===== config.mk =====
export PLATFORM = sky130hd
export DESIGN_NAME = flash_fetch_arbiter
export DESIGN_NICKNAME = d
export VERILOG_FILES = /design/src/rtl/flash_pkg.sv /design/src/rtl/fetch_timeout_counter.sv /design/src/rtl/flash_fetch_arbiter.sv
export SDC_FILE = /design/constraint.sdc
export NUM_CORES = 1
export LEC_CHECK = 0
export CORE_MARGIN = 3
export CORE_UTILIZATION = 40
export CTS_CLUSTER_SIZE = 16
export DETAILED_ROUTE_END_ITERATION = 12
export HOLD_SLACK_MARGIN = 0.08
export PLACE_DENSITY_LB_ADDON = 0.2
export SETUP_SLACK_MARGIN = 0.15
export SLEW_MARGIN = 20
export SYNTH_ARGS = -nofsm -noshare
export SYNTH_HDL_FRONTEND = slang
export SYNTH_HIERARCHICAL = 1
export SYNTH_SLANG_ARGS = --single-unit

===== constraint.sdc =====
create_clock -name CLK -period 3.5 [get_ports CLK]
set_clock_uncertainty 0.05 [all_clocks]
set_input_delay 0.35 -clock CLK [delete_from_list [all_inputs] [get_ports CLK]]
set_output_delay 0.35 -clock CLK [all_outputs]
set_load 0.02 [all_outputs]

===== src/rtl/flash_pkg.sv =====
// Shared types and constants for the flash fetch front end.
package flash_pkg;

  typedef enum logic [2:0] {
    IDLE,
    ISSUE,
    WAIT,
    DELIVER,
    COOLDOWN
  } fetch_state_t;

  // Requester identity as reported by the SPI controller on spi_mode.
  localparam logic [1:0] MODE_NONE   = 2'd0;
  localparam logic [1:0] MODE_DCACHE = 2'd1;
  localparam logic [1:0] MODE_ICACHE = 2'd2;

  // Highest CPU byte address that maps onto flash.
  localparam logic [19:0] CPU_ADDR_MAX = 20'hAFFFF;

  // Width of the WAIT-state timer.
  localparam int TIMER_W = 10;

  function automatic logic addr_in_range(input logic [19:0] addr);
    return addr <= CPU_ADDR_MAX;
  endfunction

endpackage


===== src/rtl/fetch_timeout_counter.sv =====
// Saturating cycle counter that bounds how long a fetch may wait for data.
module fetch_timeout_counter
  import flash_pkg::*;
#(
  parameter int TIMEOUT = 1023
) (
  input  logic CLK,
  input  logic reset,
  input  logic clear,
  input  logic enable,
  output logic expired
);

  localparam logic [TIMER_W-1:0] LIMIT = TIMER_W'(TIMEOUT);

  logic [TIMER_W-1:0] count_reg;

  // Clear wins over enable; the count sticks at LIMIT instead of wrapping.
  always_ff @(posedge CLK or posedge reset) begin
    if (reset) begin
      count_reg <= '0;
    end else if (clear) begin
      count_reg <= '0;
    end else if (enable && (count_reg != LIMIT)) begin
      count_reg <= count_reg + TIMER_W'(1);
    end
  end

  assign expired = (count_reg == LIMIT);

endmodule


===== src/rtl/flash_fetch_arbiter.sv =====
// Arbitrates icache/dcache word fetches onto a single SPI flash controller,
// with dcache priority, an icache starvation guard, range checking, abort
// handling and a fetch timeout.
module flash_fetch_arbiter
  import flash_pkg::*;
#(
  parameter int TIMEOUT    = 1023,
  parameter int STARVE_MAX = 4
) (
  input  logic        CLK,
  input  logic        reset,
  input  logic        icache_req,
  input  logic [19:0] icache_addr,
  output logic        icache_ack,
  output logic [31:0] icache_rdata,
  input  logic        dcache_req,
  input  logic [19:0] dcache_addr,
  output logic        dcache_ack,
  output logic [31:0] dcache_rdata,
  output logic        fetch_err,
  output logic        err_sticky,
  output logic        spi_icache_miss,
  output logic        spi_dcache_miss,
  output logic [19:0] spi_addr,
  input  logic [1:0]  spi_mode,
  input  logic        spi_data_ready,
  input  logic [31:0] spi_data
);

  localparam int                  STARVE_W   = $clog2(STARVE_MAX + 1);
  localparam logic [STARVE_W-1:0] STARVE_LIM = STARVE_W'(STARVE_MAX);

  fetch_state_t        state_reg, state_next;
  logic                grant_icache_reg, grant_icache_next;
  logic [19:0]         addr_reg, addr_next;
  logic [STARVE_W-1:0] starve_reg, starve_next;
  logic                icache_miss_reg, icache_miss_next;
  logic                dcache_miss_reg, dcache_miss_next;
  logic                icache_ack_reg, icache_ack_next;
  logic                dcache_ack_reg, dcache_ack_next;
  logic                fetch_err_reg, fetch_err_next;
  logic                err_sticky_reg, err_sticky_next;
  logic [31:0]         icache_rdata_reg, icache_rdata_next;
  logic [31:0]         dcache_rdata_reg, dcache_rdata_next;
  logic                timer_clear, timer_enable, timer_expired;

  // The requester currently holding the grant and the mode that identifies it.
  logic       granted_req;
  logic [1:0] grant_mode;
  assign granted_req = grant_icache_reg ? icache_req : dcache_req;
  assign grant_mode  = grant_icache_reg ? MODE_ICACHE : MODE_DCACHE;

  fetch_timeout_counter #(
    .TIMEOUT(TIMEOUT)
  ) u_timer (
    .CLK    (CLK),
    .reset  (reset),
    .clear  (timer_clear),
    .enable (timer_enable),
    .expired(timer_expired)
  );

  // State and registered outputs; reset drops the miss lines immediately.
  always_ff @(posedge CLK or posedge reset) begin
    if (reset) begin
      state_reg        <= IDLE;
      grant_icache_reg <= 1'b0;
      addr_reg         <= '0;
      starve_reg       <= '0;
      icache_miss_reg  <= 1'b0;
      dcache_miss_reg  <= 1'b0;
      icache_ack_reg   <= 1'b0;
      dcache_ack_reg   <= 1'b0;
      fetch_err_reg    <= 1'b0;
      err_sticky_reg   <= 1'b0;
      icache_rdata_reg <= '0;
      dcache_rdata_reg <= '0;
    end else begin
      state_reg        <= state_next;
      grant_icache_reg <= grant_icache_next;
      addr_reg         <= addr_next;
      starve_reg       <= starve_next;
      icache_miss_reg  <= icache_miss_next;
      dcache_miss_reg  <= dcache_miss_next;
      icache_ack_reg   <= icache_ack_next;
      dcache_ack_reg   <= dcache_ack_next;
      fetch_err_reg    <= fetch_err_next;
      err_sticky_reg   <= err_sticky_next;
      icache_rdata_reg <= icache_rdata_next;
      dcache_rdata_reg <= dcache_rdata_next;
    end
  end

  // Next-state, arbitration and output decode. Acks are set on the transition
  // into DELIVER so they are high for exactly the DELIVER cycle.
  always_comb begin
    state_next        = state_reg;
    grant_icache_next = grant_icache_reg;
    addr_next         = addr_reg;
    starve_next       = starve_reg;
    icache_miss_next  = 1'b0;
    dcache_miss_next  = 1'b0;
    icache_ack_next   = 1'b0;
    dcache_ack_next   = 1'b0;
    fetch_err_next    = 1'b0;
    err_sticky_next   = err_sticky_reg;
    icache_rdata_next = icache_rdata_reg;
    dcache_rdata_next = dcache_rdata_reg;
    timer_clear       = 1'b0;
    timer_enable      = 1'b0;

    unique case (state_reg)
      IDLE: begin
        if (icache_req || dcache_req) begin
          // dcache wins unless it has had STARVE_MAX grants in a row.
          if (icache_req && (!dcache_req || (starve_reg == STARVE_LIM))) begin
            grant_icache_next = 1'b1;
            addr_next         = icache_addr;
            starve_next       = '0;
          end else begin
            grant_icache_next = 1'b0;
            addr_next         = dcache_addr;
            if (starve_reg != STARVE_LIM) begin
              starve_next = starve_reg + STARVE_W'(1);
            end
          end
          state_next = ISSUE;
        end
      end

      ISSUE: begin
        if (!granted_req) begin
          state_next = COOLDOWN;
        end else if (!addr_in_range(addr_reg)) begin
          // Unmapped address: answer with an error and never touch the flash.
          icache_ack_next = grant_icache_reg;
          dcache_ack_next = !grant_icache_reg;
          fetch_err_next  = 1'b1;
          err_sticky_next = 1'b1;
          state_next      = DELIVER;
        end else begin
          timer_clear      = 1'b1;
          icache_miss_next = grant_icache_reg;
          dcache_miss_next = !grant_icache_reg;
          state_next       = WAIT;
        end
      end

      WAIT: begin
        timer_enable     = 1'b1;
        icache_miss_next = grant_icache_reg;
        dcache_miss_next = !grant_icache_reg;
        if (spi_data_ready && (spi_mode == grant_mode)) begin
          if (grant_icache_reg) begin
            icache_rdata_next = spi_data;
          end else begin
            dcache_rdata_next = spi_data;
          end
          icache_ack_next  = grant_icache_reg;
          dcache_ack_next  = !grant_icache_reg;
          icache_miss_next = 1'b0;
          dcache_miss_next = 1'b0;
          state_next       = DELIVER;
        end else if (timer_expired) begin
          if (grant_icache_reg) begin
            icache_rdata_next = '0;
          end else begin
            dcache_rdata_next = '0;
          end
          icache_ack_next  = grant_icache_reg;
          dcache_ack_next  = !grant_icache_reg;
          fetch_err_next   = 1'b1;
          err_sticky_next  = 1'b1;
          icache_miss_next = 1'b0;
          dcache_miss_next = 1'b0;
          state_next       = DELIVER;
        end else if (!granted_req) begin
          // Requester gave up: release the controller silently.
          icache_miss_next = 1'b0;
          dcache_miss_next = 1'b0;
          state_next       = COOLDOWN;
        end
      end

      DELIVER: begin
        state_next = COOLDOWN;
      end

      COOLDOWN: begin
        state_next = IDLE;
      end

      default: begin
        state_next = IDLE;
      end
    endcase
  end

  assign icache_ack      = icache_ack_reg;
  assign dcache_ack      = dcache_ack_reg;
  assign icache_rdata    = icache_rdata_reg;
  assign dcache_rdata    = dcache_rdata_reg;
  assign fetch_err       = fetch_err_reg;
  assign err_sticky      = err_sticky_reg;
  assign spi_icache_miss = icache_miss_reg;
  assign spi_dcache_miss = dcache_miss_reg;
  assign spi_addr        = addr_reg;

endmodule

==> flow_metrics.py <==
metrics = {
    "outcome": {
        "status": "finished, final reports clean",
    },
    "drt": {
        "drt.antenna.violating_nets": 0,
        "dr.first_iter.drc_count": 312,
        "vias": 3639,
        "drc_errors": 0,
        "wire_per_inst_um": 18.0,
        "first_pass_iters": 4,
        "via_per_inst": 5.41,
        "drt-total-wl_mm": 12.1,
    },
    "worst_setup_path": {
        "r2r_slack_ns": 1.03,
        "setup.worst_path.start_class": "register",
        "crit_fanout": 32,
        "max_stage_delay_ns": 0.67,
        "critPathBufInv": 1,
        "timing.rr.start": "u_timer/count_reg[0]",
        "cp_data_arrival_time_ns": 2.64,
        "cp-end-kind": "register",
        "r2r_cells": 6,
        "timing.rr.end": "dcache_rdata[31]",
        "cp_top_family": "simple AND/OR/NAND/NOR gates",
        "worstPathRequired_ns": 3.67,
        "path_cells": "ha_1, nand2_1, nor3_1, o21ai_2, buf_4, a22o_1",
        "cp_slowest_cell": "nor3_1",
        "cp_num_cells": 6,
        "worst-setup-path-type": "reg -> reg",
    },
    "clock_tree": {
        "post_cts_resized": 0,
        "numCtsBuffers": 9,
        "cts_tree": "done",
        "cts_hold_buf": 0,
        "worstSkewPairLatency_ns": 0.33,
        "h-tree-depth": 3,
        "cts_buffer_depth": 2,
        "cts_root_buf": "clkbuf_16",
        "clock-sinks": 107,
        "path_clk_slew_ns": 0.07,
        "postCtsSetupBuffers": 0,
    },
    "finish": {
        "drive_above_1_share": 0.0732,
        "antenna_cells": 0,
        "multi_input_area_mm2": 0.00167,
        "area_growth_pct": 43.8,
        "instances_no_fill": 673,
        "nNetsFinal": 611,
        "seqCellArea_mm2": 0.00268,
        "utilization": 0.599,
        "fillCellCount": 927,
    },
    "run": {
        "drv_cap": 0,
    },
    "synth": {
        "avgSynthCellArea_um2": 12.5,
        "synth_top_family_by_area": "compound AO/OA/AOI/OAI gates",
        "synthAdderAreaFrac": 0.00817,
        "synth_edf_count": 0,
        "synthXorXnorAreaFrac": 0,
        "synthCells": 368,
        "ys_seq_area_frac": 0.582,
        "synth_warnings": 6,
        "muxShareOfSynthArea": 0.0506,
        "ys.flop_type": "dfrtp_1",
        "async_flop_share": 1.00,
        "yosys-top-cells-count": "dfrtp_1 (107), a22o_1 (65), nand2_1 (29), mux2i_1 (21), o21ai_0 (20)",
        "ys_types": 54,
        "synth_compound_area_frac": 0.211,
        "yosysMostFrequentCell": "dfrtp_1",
        "synth_area_leaders": "dfrtp_1 (58%), a22o_1 (12%), mux2i_1 (4.6%)",
        "synth_top_area_share": 0.582,
        "yosys.area.top_type": "dfrtp_1",
        "synth_seq_cells": 107,
        "netlist_area_mm2": 0.00460,
        "synth_fp_nets": 450,
        "synthSimpleGateAreaFrac": 0.0923,
    },
    "place": {
        "portBuffers": 168,
        "dp_cells": 658,
        "hpwlAfterDp_mm": 8.33,
        "place.gp.congestion": 0.856,
    },
    "timing": {
        "final.setup.tns_ns": 0,
        "max_freq_mhz": 405,
        "rsz0062_at_grt": "no",
        "min_period_ns": 2.47,
        "fin_crit_sh": 0.705,
        "hold_violations": 0,
        "worst_pin_slew_ns": 0.787,
        "setup_viol": 0,
        "finalMaxSlewViolations": 0,
        "slew_headroom": 0.472,
    },
    "power_and_ir_drop": {
        "ir_drop_v": 0.000401,
        "p_per_area_mw_per_mm2": 809,
        "p_leak_nw": 2.91,
    },
    "global_routing": {
        "gr-usage-all-layers": 0.195,
        "grt_pass1_vias": 3720,
        "overflow": 0,
        "grt_max_degree": 61,
        "grt_pass1_wl_mm": 19.9,
        "antenna_found_initial": 0,
    },
    "die": {
        "die_x_um": 113,
        "initial_core_util": 0.417,
        "die-area_mm2": 0.0128,
        "core_area_mm2": 0.0110,
        "io_pins": 169,
        "fp-row-count": 38,
        "die_h_um": 113,
    },
    "min_path": {
        "hold_class": "in -> async",
    },
}
## power by group
part	switching (W)	internal [W]	total, W
Combinational	0.00116	0.00117	0.00233
Clock	0.000451	0.000557	0.00101
Sequential	0.000314	0.00169	0.00201
## worst max-delay path by stage
stage | startpoint | end | slack (ns)
floorplan | reset | dcache_ack | 0.57
global placement | icache_req | u_timer/count_reg[1] | 1.13
detailed placement | icache_req | u_timer/count_reg[1] | 1.03
CTS | u_timer/count_reg[0] | dcache_rdata[11] | 1.07
global route | u_timer/count_reg[1] | icache_rdata[31] | 0.86
finish | u_timer/count_reg[0] | dcache_rdata[31] | 1.03
## stage by stage
step,power (W),hold slack (ns),cell area [µm²],setup slack [ns]
2_1_floorplan,0.00324,0.140,4600,0.566
3_3_place_gp,0.00432,0.399,6320,1.13
3_5_place_dp,0.00437,0.419,6320,1.03
4_1_cts,0.00539,0.337,6610,1.07
5_1_grt,0.00567,0.339,6610,0.864
6_report,0.00534,0.334,6610,1.03
## layout by cell type, fill, tap and decap left out, types with 2 or more instances in the layout
cell,Yosys,routed
clkdlybuf4s50_1,0,168
dfrtp_1,107,107
a22o_1,65,65
nand2_1,29,29
mux2i_1,21,21
o21ai_0,20,20
clkbuf_16,0,9
inv_1,8,7
buf_4,3,7
nor2b_1,5,5
nor3_1,5,5
nor2_1,5,5
o21ai_1,5,4
and3_1,4,4
a21oi_1,4,4
nand3_1,4,4
a311oi_1,4,4
a41oi_1,4,4
a31oi_1,3,3
nand2b_1,3,3
nor3b_1,3,3
nor4_1,3,3
ha_1,3,3
clkinvlp_4,0,3
nand4_1,3,3
a211oi_1,3,3
o21ai_2,1,2
a21oi_2,2,2
or3_1,2,2
nand3b_1,2,2
a211oi_2,2,2
## logic make-up (layout without fill, tap and decap cells)
logic type | after synthesis | after routing
AND/OR/NAND/NOR | 77 | 77
flip-flops | 107 | 107
adder cells (fa/ha/maj) | 3 | 3
AO/OA/AOI/OAI | 123 | 123
buffers and inverters | 35 | 200
multiplexers | 23 | 23
## per-layer routing
metal / share of wire / up-vias / track usage
met5: 0 / - / 0
met4: 0.021 / 0 / 0.0689
met3: 0.069 / 18 / 0.0508
met2: 0.46 / 154 / 0.295
met1: 0.45 / 1762 / 0.271
li1: - / 1705 / -
## layout make-up
| cell class | count | area share |
|---|---|---|
| Sequential cell | 107 | 0.405 |
| Timing Repair Buffer | 176 | 0.265 |
| Multi-Input combinational cell | 226 | 0.252 |
| Clock buffer | 10 | 0.0346 |
| Tap cell | 140 | 0.0265 |
| Clock inverter | 5 | 0.00966 |
| Inverter | 9 | 0.00625 |
No activity file was read; power rests on OpenSTA's default activity.
==> variant 1: new RTL, same flow settings <==
`TIMEOUT` is set to 1023 in 2 places; all go to 511.
--- a/src/rtl/fetch_timeout_counter.sv
+++ b/src/rtl/fetch_timeout_counter.sv
@@ -2,7 +2,7 @@
 module fetch_timeout_counter
   import flash_pkg::*;
 #(
-  parameter int TIMEOUT = 1023
+  parameter int TIMEOUT = 511
 ) (
   input  logic CLK,
   input  logic reset,
--- a/src/rtl/flash_fetch_arbiter.sv
+++ b/src/rtl/flash_fetch_arbiter.sv
@@ -4,7 +4,7 @@
 module flash_fetch_arbiter
   import flash_pkg::*;
 #(
-  parameter int TIMEOUT    = 1023,
+  parameter int TIMEOUT    = 511,
   parameter int STARVE_MAX = 4
 ) (
   input  logic        CLK,
Check against the original RTL: same outputs for any inputs over 4 cycles, from zero or initial values and one cycle with reset high; that may be too few to reach the edited logic, so the function may still have changed.
==> variant 1 against the original RTL <==
Power is 1.1% lower. Routed wire length is 2.3% lower. Design area is 0.27% lower. Hold slack better by 0.058 ns. Global-route usage is 0.97 points lower. Area after synthesis is 0.14% lower. Setup slack better by 0.19 ns. Sequential cell count stayed put.
==> variant 1: results (changes against the original RTL) <==
{
  "critical_path.reg2reg.endpoint": {"value": "dcache_rdata[2]$_DFFE_PP0P_", "change": "was dcache_rdata[31]$_DFFE_PP0P_"},
  "cts-resized-gates": {"value": 0, "change": "unchanged"},
  "gp_congestion": {"value": 0.802, "change": "was 0.856"},
  "netSwitchingFraction": {"value": 36.5, "unit": "%", "change": "was 36.0%"},
  "total_leakage_power": {"value": 2.94, "unit": "nW", "change": "was 2.91 nW"},
  "synth.top_cells.by_area": {"value": "sky130_fd_sc_hd__dfrtp_1 58%, sky130_fd_sc_hd__a22o_1 12%, sky130_fd_sc_hd__mux2i_1 4.6%", "change": "unchanged"},
  "share_of_final_layout_standard_cells_stronger_than_drive_strength_1": {"value": 7.66, "unit": "%", "change": "was 7.32%"},
  "maximum_number_of_pins_on_one_net_before_global_route_repair": {"value": 87, "change": "was 61"},
  "irDropWorstVdd": {"value": 0.372, "unit": "mV", "change": "was 0.401 mV"},
  "wl_per_cell": {"value": 17.5, "unit": "um", "change": "was 18.0 um"},
  "first_iter_violations": {"value": 237, "change": "was 312"},
  "detailedPlacementHpwl": {"value": 8430, "unit": "um", "change": "was 8330 um"},
  "gr-usage-all-layers": {"value": 18.5, "unit": "%", "change": "was 19.5%"},
  "timing.max_slew.rel_slack": {"value": 48.2, "unit": "%", "change": "was 47.2%"},
  "globalRouteMet3Util": {"value": 4.28, "unit": "%", "change": "was 5.08%"},
  "seq_area_frac_synth": {"value": 58.3, "unit": "%", "change": "was 58.2%"},
  "outcome": {"value": "complete, no violations", "change": "unchanged"},
  "num-fill-cells": {"value": 947, "change": "was 927"},
  "grt_first_pass_wirelength": {"value": 18900, "unit": "um", "change": "was 19,900 um"},
  "netlist-cell-type-count": {"value": 57, "change": "was 54"},
  "power.share.clock": {"value": 18.0, "unit": "%", "change": "was 18.9%"},
  "post_dp_cell_area": {"value": 6300, "unit": "um2", "change": "was 6320 um2"},
  "num_vias": {"value": 3611, "change": "was 3,639"},
  "nNetsFinal": {"value": 612, "change": "was 611"},
  "final.hold.worst_slack": {"value": 0.391, "unit": "ns", "change": "was 0.334 ns"},
  "arrival": {"value": 2.45, "unit": "ns", "change": "was 2.64 ns"},
  "ff2ff_setup_slack": {"value": 1.22, "unit": "ns", "change": "was 1.03 ns"},
  "grt_use_met2": {"value": 29.6, "unit": "%", "change": "was 29.5%"}
}
-- variant 1: cell count changes in the layout (fill, tap and decap cells not counted), sizes merged, moves of 2 or more --
cell      before  now
a31oi          3    5
a41oi          4    1
clkinv         1    4
clkinvlp       3    1
nor2           6    8
-- variant 1: cell families after synthesis --
logic type / after synthesis / share of synthesized area [%]
compound gates: 123 / 20.9
fa+ha+maj: 3 / 0.818
buf+inv: 33 / 5.31
simple gates: 79 / 9.54
mux: 23 / 5.15
flops: 107 / 58.3
-- variant 1: stage by stage --
stage,util (%),power (mW),cells
floorplan,-,3.24,368
finish,59.8,5.29,675
detailed placement,57.2,4.38,659
CTS,59.7,5.35,675
global route,59.8,5.61,675
global placement,57.2,4.31,659
-- variant 1: worst max-delay path by stage --
stage / start / to / slack [ns] / cells after the start
finish: u_timer/count_reg[0]$_DFFE_PP0P_ / dcache_rdata[2]$_DFFE_PP0P_ / 1.22 / 6
global route: u_timer/count_reg[0]$_DFFE_PP0P_ / state_reg[0]$_DFFE_PP0P_ / 1.05 / 5
CTS: u_timer/count_reg[0]$_DFFE_PP0P_ / dcache_rdata[2]$_DFFE_PP0P_ / 1.24 / 6
detailed placement: dcache_req / u_timer/count_reg[1]$_DFFE_PP0P_ / 1.16 / 8
floorplan: reset / dcache_ack$_DFF_PP0_ / 0.57 / 1
global placement: icache_req / u_timer/count_reg[1]$_DFFE_PP0P_ / 1.21 / 8
-- variant 1: layout make-up --
cell class	count	share of cell area, %
sequential	107	40.6
clock buffer	9	3.42
inverter	8	0.607
tap	140	2.66
multi-input combinational	228	25.4
timing repair buffer	176	26.4
clock inverter	7	0.892
-- variant 1: metal layers --
layer / up-vias / share of wire, %
li1: 1710 / -
met1: 1776 / 43
met2: 119 / 49
met3: 6 / 6.7
met4: 0 / 0.96
met5: - / 0
==> variant 2: new RTL, same flow settings <==
Without the edit above. Re-encode `fetch_state_t` (5 states) as one-hot, 5 bits wide.
--- a/src/rtl/flash_pkg.sv
+++ b/src/rtl/flash_pkg.sv
@@ -1,12 +1,12 @@
 // Shared types and constants for the flash fetch front end.
 package flash_pkg;
 
-  typedef enum logic [2:0] {
-    IDLE,
-    ISSUE,
-    WAIT,
-    DELIVER,
-    COOLDOWN
+  typedef enum logic [4:0] {
+    IDLE     = 5'b00001,
+    ISSUE    = 5'b00010,
+    WAIT     = 5'b00100,
+    DELIVER  = 5'b01000,
+    COOLDOWN = 5'b10000
   } fetch_state_t;
 
   // Requester identity as reported by the SPI controller on spi_mode.
Function: no difference found for any inputs over 4 cycles, from zero or initial values and one cycle with reset high; so few cycles prove little.
==> variant 2 against the original RTL <==
Die area grew 3.0%. Setup slack lost 0.0089 ns. Area after synthesis grew 3.2%. Sequential power shrank 12%. Utilization shrank 0.70 points. Power shrank 18%. Design area grew 3.2%. Routed wire length is essentially flat. First-iteration DRC count grew 13%. Sequential cell count grew 2. Hold slack gained 0.0032 ns. Largest cell class unchanged.
==> variant 2: results (changes against the original RTL) <==
{
  "irDropWorstVdd": {"value": 0.349, "unit": "mV", "change": "was 0.401 mV"},
  "crit-reg2reg-launch": {"value": "state_reg[1]$_DFFE_PP0P_", "change": "was u_timer/count_reg[0]$_DFFE_PP0P_"},
  "critical_path_peak_fanout": {"value": 13, "change": "was 32"},
  "seq_area_frac_synth": {"value": 57.5, "unit": "%", "change": "was 58.2%"},
  "maximum_number_of_pins_on_one_net_before_global_route_repair": {"value": 51, "change": "was 61"},
  "crit_path_max_incr_delay": {"value": 0.54, "unit": "ns", "change": "was 0.67 ns"},
  "num_vias": {"value": 3763, "change": "was 3,639"},
  "postSynthNetCount": {"value": 463, "change": "was 450"},
  "synth.top_cells.by_area": {"value": "sky130_fd_sc_hd__dfrtp_1 57%, sky130_fd_sc_hd__a22o_1 12%, sky130_fd_sc_hd__mux2i_1 4.4%", "change": "was sky130_fd_sc_hd__dfrtp_1 58%, sky130_fd_sc_hd__a22o_1 12%, sky130_fd_sc_hd__mux2i_1 4.6%"},
  "gp_congestion": {"value": 0.797, "change": "was 0.856"},
  "insertion_delay": {"value": 0.35, "unit": "ns", "change": "was 0.33 ns"},
  "tightest_slew": {"value": 0.980, "unit": "ns", "change": "was 0.787 ns"},
  "grt_first_pass_wirelength": {"value": 19400, "unit": "um", "change": "was 19,900 um"},
  "wl_per_cell": {"value": 17.6, "unit": "um", "change": "was 18.0 um"},
  "post_dp_cell_area": {"value": 6500, "unit": "um2", "change": "was 6320 um2"},
  "worstRegToRegCells": {"value": 7, "change": "was 6"},
  "critical_path.reg2reg.endpoint": {"value": "u_timer/count_reg[1]$_DFFE_PP0P_", "change": "was dcache_rdata[31]$_DFFE_PP0P_"},
  "drt-pass1-iter-count": {"value": 4, "change": "unchanged"},
  "nNetsFinal": {"value": 624, "change": "was 611"},
  "grt_pass1_vias": {"value": 3711, "change": "was 3,720"},
  "arrival": {"value": 2.65, "unit": "ns", "change": "was 2.64 ns"},
  "detailedPlacementHpwl": {"value": 8600, "unit": "um", "change": "was 8330 um"},
  "total_leakage_power": {"value": 2.91, "unit": "nW", "change": "about the same"},
  "numPortBuffers": {"value": 168, "change": "unchanged"},
  "outcome": {"value": "complete, no violations", "change": "unchanged"},
  "share_of_final_layout_standard_cells_stronger_than_drive_strength_1": {"value": 11.2, "unit": "%", "change": "was 7.32%"},
  "first_iter_violations": {"value": 353, "change": "was 312"},
  "netlist-cell-type-count": {"value": 56, "change": "was 54"},
  "initial_antenna_violation_count": {"value": 0, "change": "unchanged"},
  "post_synth_most_frequent_cells": {"value": "108 x sky130_fd_sc_hd__dfrtp_1, 64 x sky130_fd_sc_hd__a22o_1, 28 x sky130_fd_sc_hd__nor2_1", "change": "was 107 x sky130_fd_sc_hd__dfrtp_1, 65 x sky130_fd_sc_hd__a22o_1, 29 x sky130_fd_sc_hd__nand2_1"},
  "critPathSlowestCell": {"value": "sky130_fd_sc_hd__dfrtp_1", "change": "was sky130_fd_sc_hd__nor3_1"},
  "gr-usage-all-layers": {"value": 18.5, "unit": "%", "change": "was 19.5%"}
}
variant 2: routing by layer:
layer  GRT usage [%]  wire [um]
met5               0          0
met4            5.24        199
met3            5.37        856
met2            29.1       5770
met1            25.0       5290
variant 2: worst max-delay path by stage:
| stage | startpoint | end | slack [ns] | cells past startpoint |
|---|---|---|---|---|
| 6_report | state_reg[1]$_DFFE_PP0P_ | u_timer/count_reg[1]$_DFFE_PP0P_ | 1.02 | 7 |
| 5_1_grt | state_reg[1]$_DFFE_PP0P_ | u_timer/count_reg[1]$_DFFE_PP0P_ | 0.85 | 7 |
| 4_1_cts | state_reg[1]$_DFFE_PP0P_ | u_timer/count_reg[1]$_DFFE_PP0P_ | 1.04 | 7 |
| 3_5_place_dp | spi_mode[1] | icache_rdata[13]$_DFFE_PP0P_ | 0.79 | 6 |
| 2_1_floorplan | reset | dcache_ack$_DFF_PP0_ | 0.51 | 1 |
| 3_3_place_gp | spi_mode[1] | icache_rdata[10]$_DFFE_PP0P_ | 0.85 | 6 |
variant 2: logic make-up (layout without fill, tap and decap cells):
family	count (synthesis)	count (layout)	share of synthesized area, %
AOI/OAI and AO/OA	122	122	21.4
xor gates and xnor gates	1	1	0.185
DFF	109	109	57.5
muxes	22	22	4.67
adders and majority gates	3	3	0.791
and+or+nand+nor	87	87	10.7
buffers and inverters	37	203	4.72
variant 2: area by class of cell:
class / instances / area [um2]
clock inverter: 6 / 77.6
multi-input combinational: 235 / 1790
tap: 143 / 179
clock buffer: 10 / 239
fill: 965 / 4700
inverter: 10 / 40.0
timing repair buffer: 177 / 1760
sequential: 109 / 2730
variant 2: power breakdown:
| part | internal (mW) | switching, mW | total (mW) | leakage (nW) |
|---|---|---|---|---|
| sequential | 1.54 | 0.221 | 1.76 | 1.44 |
| combinational | 0.746 | 0.790 | 1.54 | 1.32 |
| clock | 0.589 | 0.493 | 1.08 | 0.153 |
| total | 2.87 | 1.50 | 4.38 | 2.91 |
variant 2: critical path, delay by kind of cell (launching register included):
kind,cells,cell delay [ns]
compound gates,2,0.41
buf+inv,1,0.20
flops,1,0.54
simple gates,4,1.15
variant 2: stage by stage:
stage	cells	hold WS (ns)	power, mW	util, %	setup slack [ns]
after floorplan	381	0.140	2.72	-	0.511
after global placement	674	0.419	3.29	56.5	0.855
after detailed placement	674	0.421	3.33	56.5	0.790
after CTS	690	0.358	4.41	59.2	1.04
after global routing	690	0.404	4.63	59.2	0.850
final	690	0.337	4.38	59.2	1.02
